===== src/rtl/fc_io_pkg.sv =====
// Shared types and width helpers for the FC layer stream front/back end.
package fc_io_pkg;

  typedef enum logic [1:0] {IDLE, LOAD, SETTLE, EMIT} state_t;

  function automatic int fc_zw(input int width, input int n);
    return 2 * width + $clog2(n);
  endfunction

  function automatic longint sat_lim(input int width);
    return (longint'(1) << (width - 1)) - longint'(1);
  endfunction

endpackage


===== src/rtl/fc_requant.sv =====
// Combinational ZW->WIDTH requantizer: optional round-half-up (FC_IO_ROUND_EN), right shift, saturate to max positive.
module fc_requant
  import fc_io_pkg::*;
#(
  parameter int WIDTH = 8,
  parameter int ZW    = 23,
  parameter int SHIFT = 4
) (
  input  logic [ZW-1:0]    z,
  output logic [WIDTH-1:0] q
);

  localparam logic [ZW:0] LIM = (ZW+1)'(sat_lim(WIDTH));
`ifdef FC_IO_ROUND_EN
  localparam logic [ZW:0] RND = (SHIFT > 0) ? ((ZW+1)'(1) << ((SHIFT > 0) ? SHIFT - 1 : 0)) : '0;
`else
  localparam logic [ZW:0] RND = '0;
`endif

  logic [ZW:0] sum;
  logic [ZW:0] sh;

  // One extra bit keeps the rounding add from wrapping at full-scale z.
  always_comb begin
    sum = {1'b0, z} + RND;
    sh  = sum >> SHIFT;
    q   = (sh > LIM) ? LIM[WIDTH-1:0] : sh[WIDTH-1:0];
  end

endmodule


===== src/rtl/fc_stream_io.sv =====
// Deserializes activations into the FC layer's parallel input, waits for the layer to settle, then
// requantizes and serializes the neuron sums. Define FC_IO_ROUND_EN for round-half-up requantization.
module fc_stream_io
  import fc_io_pkg::*;
#(
  parameter int WIDTH      = 8,
  parameter int IN         = 128,
  parameter int OUT        = 10,
  parameter int SETTLE_CYC = 2,
  parameter int SHIFT      = 4,
  localparam int ZW        = fc_zw(WIDTH, IN)
) (
  input  logic             clk,
  input  logic             rst,
  input  logic             s_valid,
  output logic             s_ready,
  input  logic [WIDTH-1:0] s_data,
  input  logic             s_last,
  output logic [WIDTH-1:0] x [0:IN-1],
  input  logic [ZW-1:0]    z [0:OUT-1],
  output logic             m_valid,
  input  logic             m_ready,
  output logic [WIDTH-1:0] m_data,
  output logic             m_last,
  output logic             frame_err,
  output logic             busy
);

  localparam int IW = (IN > 1) ? $clog2(IN) : 1;
  localparam int OW = (OUT > 1) ? $clog2(OUT) : 1;
  localparam int CW = $clog2(SETTLE_CYC + 1);

  state_t         state;
  logic [IW-1:0]  wr_idx;
  logic [OW-1:0]  rd_idx;
  logic [CW-1:0]  cnt;
  logic [ZW-1:0]  zcap [0:OUT-1];

  always_ff @(posedge clk or posedge rst) begin
    if (rst) begin
      state     <= IDLE;
      wr_idx    <= '0;
      rd_idx    <= '0;
      cnt       <= '0;
      frame_err <= 1'b0;
      for (int i = 0; i < IN; i++) x[i] <= '0;
      for (int j = 0; j < OUT; j++) zcap[j] <= '0;
    end else begin
      case (state)
        IDLE: state <= LOAD;
        LOAD: begin
          if (s_valid) begin
            x[wr_idx] <= s_data;
            if (wr_idx == IW'(IN - 1)) begin
              state <= SETTLE;
              if (!s_last) frame_err <= 1'b1;
            end else if (s_last) begin
              // Short frame: clear the tail so the layer never sees the previous frame's words.
              for (int i = 0; i < IN; i++)
                if (i > int'(wr_idx)) x[i] <= '0;
              frame_err <= 1'b1;
              state     <= SETTLE;
            end else begin
              wr_idx <= wr_idx + IW'(1);
            end
          end
        end
        SETTLE: begin
          // Capture edge is SETTLE_CYC+1 edges after the last write, giving the layer a full SETTLE_CYC-cycle path.
          if (cnt == CW'(SETTLE_CYC)) begin
            cnt <= '0;
            for (int j = 0; j < OUT; j++) zcap[j] <= z[j];
            state <= EMIT;
          end else begin
            cnt <= cnt + CW'(1);
          end
        end
        EMIT: begin
          if (m_ready) begin
            if (rd_idx == OW'(OUT - 1)) begin
              rd_idx <= '0;
              wr_idx <= '0;
              state  <= LOAD;
            end else begin
              rd_idx <= rd_idx + OW'(1);
            end
          end
        end
        default: state <= IDLE;
      endcase
    end
  end

  assign s_ready = (state == LOAD);
  assign m_valid = (state == EMIT);
  assign busy    = (state != LOAD);
  assign m_last  = (state == EMIT) && (rd_idx == OW'(OUT - 1));

  fc_requant #(
    .WIDTH(WIDTH),
    .ZW   (ZW),
    .SHIFT(SHIFT)
  ) u_requant (
    .z(zcap[rd_idx]),
    .q(m_data)
  );

endmodule


===== config.mk =====
export PLATFORM = sky130hd
export DESIGN_NAME = fc_stream_io
export DESIGN_NICKNAME = d
export VERILOG_FILES = /design/src/rtl/fc_io_pkg.sv /design/src/rtl/fc_requant.sv /design/src/rtl/fc_stream_io.sv
export SDC_FILE = /design/constraint.sdc
export NUM_CORES = 2
export LEC_CHECK = 0
export BUFFER_PORTS_ARGS = -buffer_cell sky130_fd_sc_hd__buf_2
export CORE_AREA = 2 2 503 505
export CTS_CLUSTER_SIZE = 8
export DETAILED_ROUTE_END_ITERATION = 6
export DIE_AREA = 0 0 505 507
export GPL_ROUTABILITY_DRIVEN = 0
export GPL_TIMING_DRIVEN = 0
export PLACE_DENSITY = 0.44
export SYNTH_ARGS = -nofsm -noshare
export SYNTH_HDL_FRONTEND = slang
export SYNTH_HIERARCHICAL = 1
export SYNTH_SLANG_ARGS = --single-unit

===== constraint.sdc =====
create_clock -name clk -period 44.7 [get_ports clk]
set_input_delay 2.235 -clock clk [delete_from_list [all_inputs] [get_ports clk]]
set_output_delay 2.235 -clock clk [all_outputs]
set_load 0.02 [all_outputs]

==> results.yml <==
clock_network:
  clock-root-buffer: "clkbuf_16"
  clock_latency_ns: 0.84
  cts.sinks: 1230
  cts_tree: "yes"
  clockBufferDepth: 3
  postCtsSetupBuffers: 0
  numCtsBuffers: 176
  holdBufCountCts: 0
  cts_resized: 0
  h-tree-depth: 4
  clk_pin_slew_ns: 0.06
grt:
  grt_pass1_vias: 49710
  grt_max_degree: 126
  grt.overflow.total: 0
  grt_pass1_wl_mm: 439.2
  antenna_found_initial: 45
  grt_util_all_layers: 0.2479
routing:
  routed_wl_mm: 328.9
  drc: 0
  num_vias: 50590
  dr.pass1.iters: 6
  drtIter0Drc: 4925
  avgRoutedWirePerCell_um: 31.98
  vias_per_cell: 4.918
  ant_nets: 0
power_and_ir_drop:
  leakage_nw: 32.88
  p_seq_frac: 0.375
  power_mw: 3.606
  swShare: 0.3645
  pwr-share-comb: 0.271
  power_frac_clock: 0.353
  vdd_drop_max_v: 0.00003431
  powerDensity_mw_per_mm2: 51.61
  p_int_mw: 2.291
  switching_power_mw: 1.314
logic_synthesis:
  synthCells: 5428
  yosysWarnings: 6
  syn-num-nets: 5678
  syn_area_per_cell_um2: 9.865
  synth_area_mm2: 0.05355
floorplan:
  row_count: 184
  fp.dieH_um: 507
  die_w_um: 505
  core_area_mm2: 0.2505
  die-area_mm2: 0.2560
  io_pins: 1280
  initial_core_util: 0.2138
worst_setup_path:
  worstSetupEndpointType: "primary output"
  crit_path_max_fanout: 10
  worstPathRequired_ns: 42.46
  worstRegToRegCells: 11
  crit_slowest_cell: "nor4_2"
  cpLargestDelayFamily: "buffers and inverters"
  worst-setup-path-type: "flop to primary output"
  cp.depth: 8
  worst_path_most_repeated_cell: "clkbuf_1"
  worstPathCellList: "clkbuf_1 -> clkbuf_1 -> mux4_2 -> a21oi_1 -> o21ai_0 -> nor4_2 -> nand4b_1 -> buf_2"
  cp_num_buf_inv: 3
  cpPeakStageDelay_ns: 0.81
  startpoint_type: "flop"
  cp.arrival_ns: 4.95
timing:
  rsz0062_at_grt: "false"
  drv_slew: 9
  period_needed_ns: 7.190
  worst_slack_ns: 37.51
  finalCritPeriodShare: 0.1609
  hold_viol_final: 0
  worst_pin_slew_ns: 1.534
  relSlewSlack: -0.02258
  setup_viol: 0
  skew_ns: 0.05646
  timing.fmax_ghz: 0.1391
worst_hold_path:
  holdCritPathClass: "flop to flop"
  min_path_cells: 1
place:
  place_area_mm2: 0.06475
  dpl.hpwl_mm: 254.3
  place_ws_ns: 38.27
  dp.cells: 10040
  port_buffers: 1230
finish:
  layout_commonest_cell: "buf_2"
  area_growth_pct: 30.48
  drive_gt1_frac: 0.2854
  post-route-util: 0.2789
  final_nets: 7121
  stdcell_count: 10290
  finalInstanceArea_mm2: 0.06987
  layout_common_cells: "1290 x buf_2, 1230 x dfrtp_1, 1109 x nand2_1"
run_status:
  violations: "max-capacitance violations, max-slew violations"
  status: "finished, violations left"
job:
  maxCapViolations: 2
[flip-flops by register name, summed over array words and instances (netlist names)]
register and count:
cnt 2, frame_err 1, state 2, x 1024, zcap 190, rd_idx 4, wr_idx 7
[area by class of cell]
class                      count  area [um^2]
antenna                       32        80.08
buffer                       400         1747
clock buffer                 192         4526
clock inverter                20        483.0
fill                       27140       180600
inverter                      14        60.06
multi-input combinational   3784        21120
sequential                  1230        30780
tap                         3348         4189
timing repair buffer        1265         6884
[path summary, 6_finish.rpt]
check / slack (ns) / end / startpoint
max: 37.51 / m_data[0] / rd_idx[1]$_DFFE_PP0P_
min: 0.46 / frame_err$_DFFE_PP0P_ / frame_err$_DFFE_PP0P_
max reg2reg: 39.86 / x[298]$_DFFE_PP0P_ / state[1]$_DFFE_PP0P_
min reg2reg: 0.46 / frame_err$_DFFE_PP0P_ / frame_err$_DFFE_PP0P_
max in group asynchronous: 40.24 / x[704]$_DFFE_PP0P_ / rst
min in group asynchronous: 1.48 / zcap[75]$_DFFE_PP0P_ / rst
[per-stage QoR]
stage / hold slack [ns] / setup TNS, ns
after floorplan: 0.4739 / 0
after global placement: 0.4484 / -9416.13
after detailed placement: 0.4467 / 0
after CTS: 0.4675 / 0
after global routing: 0.4931 / 0
final: 0.4620 / 0
[routing by layer]
| layer | vias to the layer above | track usage | share of wire |
|---|---|---|---|
| met5 | - | 0 | 0.00046 |
| met4 | 28 | 0.1248 | 0.057 |
| met3 | 601 | 0.07449 | 0.086 |
| met2 | 2518 | 0.4175 | 0.48 |
| met1 | 25790 | 0.2846 | 0.38 |
| li1 | 21650 | - | - |
[power by group through the flow]
stage | Combinational, mW | Sequential, mW | Clock [mW]
3_3_place_gp | 0.957 | 1.37 | 0
5_1_grt | 1.03 | 1.36 | 1.34
2_1_floorplan | 0.498 | 1.39 | 0
4_1_cts | 0.980 | 1.35 | 1.30
6_report | 0.979 | 1.35 | 1.27
3_5_place_dp | 0.978 | 1.37 | 0
Power figures use the tool's default switching activity.
